[src/rtl/ysyx_24100012_mem_arbiter_pkg.sv]
// Shared types for the two-master memory arbiter: FSM states, master ids
// and the byte-count encodings carried on the len fields.
package ysyx_24100012_arb_pkg;

    typedef enum logic [1:0] {
        ST_IDLE = 2'd0,
        ST_REQ  = 2'd1,
        ST_WAIT = 2'd2
    } arb_state_e;

    typedef enum logic {
        MID_M0 = 1'b0,
        MID_M1 = 1'b1
    } master_id_e;

    localparam logic [2:0] LEN_BYTE = 3'd1;
    localparam logic [2:0] LEN_HALF = 3'd2;
    localparam logic [2:0] LEN_WORD = 3'd4;

    // The requester that was not granted last; used to break ties.
    function automatic master_id_e other_master(input master_id_e id);
        return (id == MID_M0) ? MID_M1 : MID_M0;
    endfunction

endpackage

[src/rtl/ysyx_24100012_mem_arbiter_if.sv]
// Bus bundle between the fetch master (m0), the load-store master (m1),
// the arbiter and the downstream memory.
//
// Handshakes: a request is accepted in the cycle where the requester's
// req_valid is high and the arbiter's req_ready pulses (ready is a one-cycle
// accept pulse, valid may be held). Downstream, a request transfers on the
// rising edge where mem_req_valid and mem_req_ready are both high; the
// arbiter keeps its fields stable until then. Responses (mem_resp_valid,
// m*_resp_valid) are single-cycle pulses with no back-pressure.
interface ysyx_24100012_mem_arbiter_if #(
    parameter int ADDR_WIDTH = 32,
    parameter int DATA_WIDTH = 32
);
    logic                  m0_req_valid;
    logic                  m0_req_ready;
    logic [ADDR_WIDTH-1:0] m0_addr;
    logic                  m0_resp_valid;
    logic                  m0_resp_err;
    logic [DATA_WIDTH-1:0] m0_rdata;

    logic                  m1_req_valid;
    logic                  m1_req_ready;
    logic                  m1_wen;
    logic [2:0]            m1_len;
    logic [ADDR_WIDTH-1:0] m1_addr;
    logic [DATA_WIDTH-1:0] m1_wdata;
    logic                  m1_resp_valid;
    logic                  m1_resp_err;
    logic [DATA_WIDTH-1:0] m1_rdata;

    logic                  mem_req_valid;
    logic                  mem_req_ready;
    logic                  mem_wen;
    logic [2:0]            mem_len;
    logic [ADDR_WIDTH-1:0] mem_addr;
    logic [DATA_WIDTH-1:0] mem_wdata;
    logic                  mem_resp_valid;
    logic [DATA_WIDTH-1:0] mem_rdata;

    // Arbiter side.
    modport slave (
        input  m0_req_valid, m0_addr,
        input  m1_req_valid, m1_wen, m1_len, m1_addr, m1_wdata,
        input  mem_req_ready, mem_resp_valid, mem_rdata,
        output m0_req_ready, m0_resp_valid, m0_resp_err, m0_rdata,
        output m1_req_ready, m1_resp_valid, m1_resp_err, m1_rdata,
        output mem_req_valid, mem_wen, mem_len, mem_addr, mem_wdata
    );

    // Requesters plus memory, i.e. everything around the arbiter.
    modport master (
        output m0_req_valid, m0_addr,
        output m1_req_valid, m1_wen, m1_len, m1_addr, m1_wdata,
        output mem_req_ready, mem_resp_valid, mem_rdata,
        input  m0_req_ready, m0_resp_valid, m0_resp_err, m0_rdata,
        input  m1_req_ready, m1_resp_valid, m1_resp_err, m1_rdata,
        input  mem_req_valid, mem_wen, mem_len, mem_addr, mem_wdata
    );

endinterface

[src/rtl/ysyx_24100012_mem_arbiter_rr.sv]
// Two-way round-robin picker: a lone requester wins, a tie goes to the
// requester that was not granted last.
module ysyx_24100012_arb_rr
    import ysyx_24100012_arb_pkg::*;
(
    input  logic       valid0,
    input  logic       valid1,
    input  master_id_e last_grant,
    output master_id_e grant
);

    // Pick the winner; with no request the result is unused.
    always_comb begin
        grant = MID_M0;
        if (valid0 && valid1) begin
            grant = other_master(last_grant);
        end else if (valid1) begin
            grant = MID_M1;
        end
    end

endmodule

[src/rtl/ysyx_24100012_mem_arbiter.sv]
// Two-master memory arbiter (fetch m0, load-store m1) in front of a single
// downstream port, one transaction outstanding at a time.
// Optional feature: define MEM_ARB_TIMEOUT_EN to enable a watchdog that
// ends a stuck transaction with resp_err after TIMEOUT_CYCLES cycles.
module ysyx_24100012_mem_arbiter
    import ysyx_24100012_arb_pkg::*;
#(
    parameter int          ADDR_WIDTH     = 32,
    parameter int          DATA_WIDTH     = 32,
    parameter int unsigned TIMEOUT_CYCLES = 255
) (
    input  logic                             clk,
    input  logic                             rst,
    ysyx_24100012_mem_arbiter_if.slave       bus,
    output arb_state_e                       dbg_state
);

    arb_state_e            state;
    master_id_e            last_grant;
    master_id_e            gnt_id;
    master_id_e            rr_grant;
    logic                  lat_wen;
    logic [2:0]            lat_len;
    logic [ADDR_WIDTH-1:0] lat_addr;
    logic [DATA_WIDTH-1:0] lat_wdata;
    logic                  m0_rv, m1_rv;
    logic [DATA_WIDTH-1:0] m0_rd, m1_rd;
    logic                  resp_pulse;
    logic                  accept;

    ysyx_24100012_arb_rr u_rr (
        .valid0     (bus.m0_req_valid),
        .valid1     (bus.m1_req_valid),
        .last_grant (last_grant),
        .grant      (rr_grant)
    );

    // No grant while a response pulse is on the outputs, nor in reset.
    assign resp_pulse = m0_rv | m1_rv;
    assign accept     = rst && (state == ST_IDLE) && !resp_pulse &&
                        (bus.m0_req_valid || bus.m1_req_valid);

    assign bus.m0_req_ready  = accept && (rr_grant == MID_M0);
    assign bus.m1_req_ready  = accept && (rr_grant == MID_M1);
    assign bus.m0_resp_valid = m0_rv;
    assign bus.m1_resp_valid = m1_rv;
    assign bus.m0_rdata      = m0_rd;
    assign bus.m1_rdata      = m1_rd;
    assign bus.mem_req_valid = (state == ST_REQ);
    assign bus.mem_wen       = lat_wen;
    assign bus.mem_len       = lat_len;
    assign bus.mem_addr      = lat_addr;
    assign bus.mem_wdata     = lat_wdata;
    assign dbg_state         = state;

`ifdef MEM_ARB_TIMEOUT_EN
    localparam logic [31:0] TMO_LAST = 32'(TIMEOUT_CYCLES - 1);
    logic        m0_err, m1_err;
    logic [31:0] tmo_cnt;
    logic        tmo_hit;
    assign tmo_hit         = (tmo_cnt == TMO_LAST);
    assign bus.m0_resp_err = m0_err;
    assign bus.m1_resp_err = m1_err;
`else
    assign bus.m0_resp_err = 1'b0;
    assign bus.m1_resp_err = 1'b0;
`endif

    // Arbitration FSM: grant and latch in IDLE, present in REQ, collect in WAIT.
    always_ff @(posedge clk or negedge rst) begin
        if (!rst) begin
            state      <= ST_IDLE;
            last_grant <= MID_M0;
            gnt_id     <= MID_M0;
            lat_wen    <= 1'b0;
            lat_len    <= '0;
            lat_addr   <= '0;
            lat_wdata  <= '0;
            m0_rv      <= 1'b0;
            m1_rv      <= 1'b0;
            m0_rd      <= '0;
            m1_rd      <= '0;
`ifdef MEM_ARB_TIMEOUT_EN
            m0_err     <= 1'b0;
            m1_err     <= 1'b0;
            tmo_cnt    <= '0;
`endif
        end else begin
            m0_rv <= 1'b0;
            m1_rv <= 1'b0;
`ifdef MEM_ARB_TIMEOUT_EN
            m0_err <= 1'b0;
            m1_err <= 1'b0;
`endif
            unique case (state)
                ST_IDLE: begin
                    if (accept) begin
                        gnt_id     <= rr_grant;
                        last_grant <= rr_grant;
                        state      <= ST_REQ;
`ifdef MEM_ARB_TIMEOUT_EN
                        tmo_cnt    <= '0;
`endif
                        if (rr_grant == MID_M0) begin
                            lat_wen   <= 1'b0;
                            lat_len   <= LEN_WORD;
                            lat_addr  <= bus.m0_addr;
                            lat_wdata <= '0;
                        end else begin
                            lat_wen   <= bus.m1_wen;
                            lat_len   <= bus.m1_len;
                            lat_addr  <= bus.m1_addr;
                            lat_wdata <= bus.m1_wdata;
                        end
                    end
                end
                ST_REQ: begin
`ifdef MEM_ARB_TIMEOUT_EN
                    if (tmo_hit) begin
                        state <= ST_IDLE;
                        if (gnt_id == MID_M0) begin
                            m0_rv  <= 1'b1;
                            m0_err <= 1'b1;
                            m0_rd  <= '0;
                        end else begin
                            m1_rv  <= 1'b1;
                            m1_err <= 1'b1;
                            m1_rd  <= '0;
                        end
                    end else begin
                        tmo_cnt <= tmo_cnt + 32'd1;
                        if (bus.mem_req_ready) begin
                            state <= ST_WAIT;
                        end
                    end
`else
                    if (bus.mem_req_ready) begin
                        state <= ST_WAIT;
                    end
`endif
                end
                ST_WAIT: begin
                    if (bus.mem_resp_valid) begin
                        state <= ST_IDLE;
                        if (gnt_id == MID_M0) begin
                            m0_rv <= 1'b1;
                            m0_rd <= bus.mem_rdata;
                        end else begin
                            m1_rv <= 1'b1;
                            m1_rd <= bus.mem_rdata;
                        end
                    end
`ifdef MEM_ARB_TIMEOUT_EN
                    else if (tmo_hit) begin
                        state <= ST_IDLE;
                        if (gnt_id == MID_M0) begin
                            m0_rv  <= 1'b1;
                            m0_err <= 1'b1;
                            m0_rd  <= '0;
                        end else begin
                            m1_rv  <= 1'b1;
                            m1_err <= 1'b1;
                            m1_rd  <= '0;
                        end
                    end else begin
                        tmo_cnt <= tmo_cnt + 32'd1;
                    end
`endif
                end
                default: state <= ST_IDLE;
            endcase
        end
    end

endmodule

[src/flat_wrapper.sv]
// flat-port wrapper written by rule: the top's interface ports become plain ports
module ysyx_24100012_mem_arbiter_flat import ysyx_24100012_arb_pkg::*;
#(
    parameter int          ADDR_WIDTH     = 32,
    parameter int          DATA_WIDTH     = 32,
    parameter int unsigned TIMEOUT_CYCLES = 255
)
  (clk, rst, dbg_state, bus_m0_req_valid, bus_m0_addr, bus_m1_req_valid, bus_m1_wen, bus_m1_len, bus_m1_addr, bus_m1_wdata, bus_mem_req_ready, bus_mem_resp_valid, bus_mem_rdata, bus_m0_req_ready, bus_m0_resp_valid, bus_m0_resp_err, bus_m0_rdata, bus_m1_req_ready, bus_m1_resp_valid, bus_m1_resp_err, bus_m1_rdata, bus_mem_req_valid, bus_mem_wen, bus_mem_len, bus_mem_addr, bus_mem_wdata);
  ysyx_24100012_mem_arbiter_if #(.ADDR_WIDTH(ADDR_WIDTH), .DATA_WIDTH(DATA_WIDTH)) bus_i ();
  input  logic clk;
  input  logic rst;
  output arb_state_e dbg_state;
  input wire logic [$bits(bus_i.m0_req_valid)-1:0] bus_m0_req_valid;
  input wire logic [$bits(bus_i.m0_addr)-1:0] bus_m0_addr;
  input wire logic [$bits(bus_i.m1_req_valid)-1:0] bus_m1_req_valid;
  input wire logic [$bits(bus_i.m1_wen)-1:0] bus_m1_wen;
  input wire logic [$bits(bus_i.m1_len)-1:0] bus_m1_len;
  input wire logic [$bits(bus_i.m1_addr)-1:0] bus_m1_addr;
  input wire logic [$bits(bus_i.m1_wdata)-1:0] bus_m1_wdata;
  input wire logic [$bits(bus_i.mem_req_ready)-1:0] bus_mem_req_ready;
  input wire logic [$bits(bus_i.mem_resp_valid)-1:0] bus_mem_resp_valid;
  input wire logic [$bits(bus_i.mem_rdata)-1:0] bus_mem_rdata;
  output wire logic [$bits(bus_i.m0_req_ready)-1:0] bus_m0_req_ready;
  output wire logic [$bits(bus_i.m0_resp_valid)-1:0] bus_m0_resp_valid;
  output wire logic [$bits(bus_i.m0_resp_err)-1:0] bus_m0_resp_err;
  output wire logic [$bits(bus_i.m0_rdata)-1:0] bus_m0_rdata;
  output wire logic [$bits(bus_i.m1_req_ready)-1:0] bus_m1_req_ready;
  output wire logic [$bits(bus_i.m1_resp_valid)-1:0] bus_m1_resp_valid;
  output wire logic [$bits(bus_i.m1_resp_err)-1:0] bus_m1_resp_err;
  output wire logic [$bits(bus_i.m1_rdata)-1:0] bus_m1_rdata;
  output wire logic [$bits(bus_i.mem_req_valid)-1:0] bus_mem_req_valid;
  output wire logic [$bits(bus_i.mem_wen)-1:0] bus_mem_wen;
  output wire logic [$bits(bus_i.mem_len)-1:0] bus_mem_len;
  output wire logic [$bits(bus_i.mem_addr)-1:0] bus_mem_addr;
  output wire logic [$bits(bus_i.mem_wdata)-1:0] bus_mem_wdata;
  assign bus_i.m0_req_valid = bus_m0_req_valid;
  assign bus_i.m0_addr = bus_m0_addr;
  assign bus_i.m1_req_valid = bus_m1_req_valid;
  assign bus_i.m1_wen = bus_m1_wen;
  assign bus_i.m1_len = bus_m1_len;
  assign bus_i.m1_addr = bus_m1_addr;
  assign bus_i.m1_wdata = bus_m1_wdata;
  assign bus_i.mem_req_ready = bus_mem_req_ready;
  assign bus_i.mem_resp_valid = bus_mem_resp_valid;
  assign bus_i.mem_rdata = bus_mem_rdata;
  assign bus_m0_req_ready = bus_i.m0_req_ready;
  assign bus_m0_resp_valid = bus_i.m0_resp_valid;
  assign bus_m0_resp_err = bus_i.m0_resp_err;
  assign bus_m0_rdata = bus_i.m0_rdata;
  assign bus_m1_req_ready = bus_i.m1_req_ready;
  assign bus_m1_resp_valid = bus_i.m1_resp_valid;
  assign bus_m1_resp_err = bus_i.m1_resp_err;
  assign bus_m1_rdata = bus_i.m1_rdata;
  assign bus_mem_req_valid = bus_i.mem_req_valid;
  assign bus_mem_wen = bus_i.mem_wen;
  assign bus_mem_len = bus_i.mem_len;
  assign bus_mem_addr = bus_i.mem_addr;
  assign bus_mem_wdata = bus_i.mem_wdata;
  ysyx_24100012_mem_arbiter #(.ADDR_WIDTH(ADDR_WIDTH), .DATA_WIDTH(DATA_WIDTH), .TIMEOUT_CYCLES(TIMEOUT_CYCLES)) u_core (.clk(clk), .rst(rst), .bus(bus_i), .dbg_state(dbg_state));
endmodule
[config.mk]
export PLATFORM = sky130hd
export DESIGN_NAME = ysyx_24100012_mem_arbiter_flat
export DESIGN_NICKNAME = d
export VERILOG_FILES = /design/src/rtl/ysyx_24100012_mem_arbiter_pkg.sv /design/src/rtl/ysyx_24100012_mem_arbiter_if.sv /design/src/rtl/ysyx_24100012_mem_arbiter_rr.sv /design/src/rtl/ysyx_24100012_mem_arbiter.sv /design/src/flat_wrapper.sv
export SDC_FILE = /design/constraint.sdc
export NUM_CORES = 1
export LEC_CHECK = 0
export ABC_CLOCK_PERIOD_IN_PS = 2400
export CORE_UTILIZATION = 41
export DETAILED_ROUTE_END_ITERATION = 8
export PLACE_DENSITY = 0.89
export SYNTH_ARGS = -nofsm -noshare
export SYNTH_HDL_FRONTEND = slang
export SYNTH_SLANG_ARGS = --single-unit
export TNS_END_PERCENT = 30
[constraint.sdc]
create_clock -name clk -period 2.4 [get_ports clk]
set_input_delay 0.24 -clock clk [delete_from_list [all_inputs] [get_ports clk]]
set_output_delay 0.24 -clock clk [all_outputs]
set_load 0.005 [all_outputs]
==> results.md <==
* Via/cell ratio at 4.79
* Synth area leaders: dfrtp_1, mux2_2, mux2_1
* CTS root buffer: clkbuf_16
* Routability cong. at 0.731
* Clk buf depth at 2
* Netlist cell types at 26
* CP Data Required Time at 2.16 ns
* Fill cells at 906
* Routed Antenna Nets at 0
* Critical Path AT at 2.10 ns
* Clock Latency Late Sink at 0.41 ns
* Avg Inst Size Synth at 14.1 um^2
* Cell taking the most area after synthesis: dfrtp_1
* Clock Skew at 0.00505 ns
* Initial Util at 41.9%
* Hold WS at 0.00874 ns
* Mapped Area at 0.00580 mm^2
* Die area at 0.0146 mm^2
* CTS tree: done
* Clock sinks at 137
* First-pass GRT wire length at 23400 um
* Largest net degree at the start of global routing at 70
* CTS H-Tree Depth at 4
* Top-count cell post-synth: dfrtp_1
* Portion of netlist area occupied by mux cells at 31.3%
* Post-synth EDFFs at 0
* Unrepaired setup endpoints after global routing: false
* Yosys warnings at 0
* Max-cap violations at 0
* Power per cell area at 1200 mW/mm^2
* Startpoint Class: flip-flop
* Worst-Margin Slew at 0.849 ns
* Die span in y at 121 um
* CORE AREA at 0.0138 mm^2
* Util after Layout at 68.0%
* Final min period at 2.34 ns
* Status: finished, final reports clean
* Post-synthesis compound-gate area fraction at 0.475%
* Main combinational cell family by area after synthesis: multiplexers
* Final setup violation count at 0
* N_diodes at 0
* Post-synthesis sequential area ratio at 59.1%
* Seq cells post-synth at 137
* Detailed Route Iter0 Violations at 160
* Peak Freq at 427 MHz
* Hold crit path type: in2async
* Slew Limit Fails at 0
* DR vias at 4253
* Max-slew headroom at 43.4%
* Max VDD drop at 0.786 mV
* Dpl hpwl at 10900 um
* Synth top area share at 59.1%
* Crit path capture type: output port
* Nets@finish at 832
* Post-synthesis instance total at 412
* Vias in the first global route at 4597
* Max FO, Critical Path at 2
* FP Rows at 43
* Post-synthesis xor/xnor area fraction at 0%
* CTS clk-pin slew, worst paths at 0.06 ns
* Global Route Usage Sum at 21.2%
* Leakage at 4.02 nW
* Area Overhead vs Synth at 62.1%
* DRT Pass-1 Iters at 4
* Initial antenna violation count at 0
* Layout cells sized above 1 at 20.2%
* Main synth FF type: dfrtp_1
* Chip Width at 121 um
* Io pins at 279
* Multi-input logic area at 0.00209 mm^2
* Synth Area in Simple Gates at 3.50%
* Final Hold Fails at 0
* Overflow after GRT at 0
* WL final at 15200 um
* Tcrit/Tclk final at 97.5%
* DR WL/cell at 17.1 um
* # DRC at 0
* Kind of critical path: reg2out
* Synth cell count leaders: dfrtp_1, mux2_2, inv_1
* Synth Area in Adders at 0%
* Setup TNS at 0 ns
* Number of CTS-inserted buffers at 17
* Async set-reset flop share out of synthesis at 100%
* Port Buffers at 276
* Cts hold-fix bufs at 0
* Register area at 0.00343 mm^2
## metal layers
| metal | global-route usage (%) | routed length, um | vias to the layer above |
|---|---|---|---|
| met1 | 22.0 | 5520 | 2073 |
| met2 | 36.9 | 7700 | 195 |
| li1 | - | - | 1950 |
| met4 | 9.34 | 437 | 0 |
| met5 | 0 | 0 | - |
| met3 | 9.30 | 1540 | 35 |
## state kept, by name (all words and copies together), names as in the netlist
name and flops:
u_core.last_grant 1, u_core.bus.m0_resp_valid 1, u_core.bus.mem_wdata 32, u_core.bus.mem_wen 1, u_core.bus.mem_addr 32, u_core.bus.m1_rdata 32, u_core.bus.mem_len 3, u_core.bus.m1_resp_valid 1
u_core.bus.m0_rdata 32, u_core.dbg_state 2
## critical path, stage by stage (launching register included)
cell and delay, ns:
dfrtp_1 0.39, or4b_4 0.57, nor4_2 0.17, clkdlybuf4s50_1 0.56
## layout make-up
class / instances / share of cell area, %
Clock buffer: 22 / 5.05
Clock inverter: 10 / 1.76
Inverter: 37 / 1.48
Multi-Input combinational cell: 215 / 22.2
Sequential cell: 137 / 36.5
Tap cell: 180 / 2.40
Timing Repair Buffer: 286 / 30.6
## kinds of logic after synthesis
logic type | Yosys count
buffers and inverters | 61
flip-flops | 137
multiplexers | 165
AO/OA/AOI/OAI | 3
AND/OR/NAND/NOR | 45
other | 1
## report_power, final
group,leakage (nW),total (W),internal (W),switching (W)
clock,0.315,0.00279,0.00183,0.000960
combinational,2.01,0.00452,0.00304,0.00149
sequential,1.70,0.00400,0.00340,0.000599
## through the flow
stage	total power [W]	setup slack (ns)	instance area (um^2)	instances
floorplan	0.00564	0.562	5800	413
global placement	0.00834	0.280	8730	853
detailed placement	0.00855	0.268	8730	853
CTS	0.0114	0.0599	9390	887
global route	0.0119	0.00579	9400	887
finish	0.0113	0.0607	9400	887
## timing repair
action,4_1_cts,5_1_grt
pin swaps,1,0
gates resized for setup,2,1
endpoints found under the setup margin,2,1
hold endpoints to repair,0,0
setup buffers,2,0
## cell usage in the layout (no fill, tap or decap), drive strengths merged, types with 2 or more instances in the layout
| cell | n |
|---|---|
| buf | 11 |
| bufinv | 4 |
| clkbuf | 22 |
| clkdlybuf4s50 | 274 |
| clkinv | 5 |
| conb | 2 |
| dfrtp | 137 |
| inv | 38 |
| mux2 | 130 |
| mux2i | 35 |
| nand2 | 35 |
| nor2 | 2 |
## path summary, 6_finish.rpt
| check | startpoint | end | slack, ns | depth (start not counted) |
|---|---|---|---|---|
| max in group asynchronous | rst | u_core.bus.mem_addr[17] | 1.02 | 3 |
| min | rst | u_core.bus.m1_rdata[13] | 0.009 | 2 |
| max reg2reg | u_core.dbg_state[1] | u_core.bus.mem_addr[7] | 0.25 | 5 |
| min in group clk | bus_m1_wdata[31] | u_core.bus.mem_wdata[31] | 0.39 | 3 |
| max | u_core.dbg_state[1] | bus_m0_req_ready | 0.06 | 3 |
| min reg2reg | u_core.bus.mem_addr[0] | u_core.bus.mem_addr[0] | 0.48 | 1 |
(Power assumes the default switching activity.)
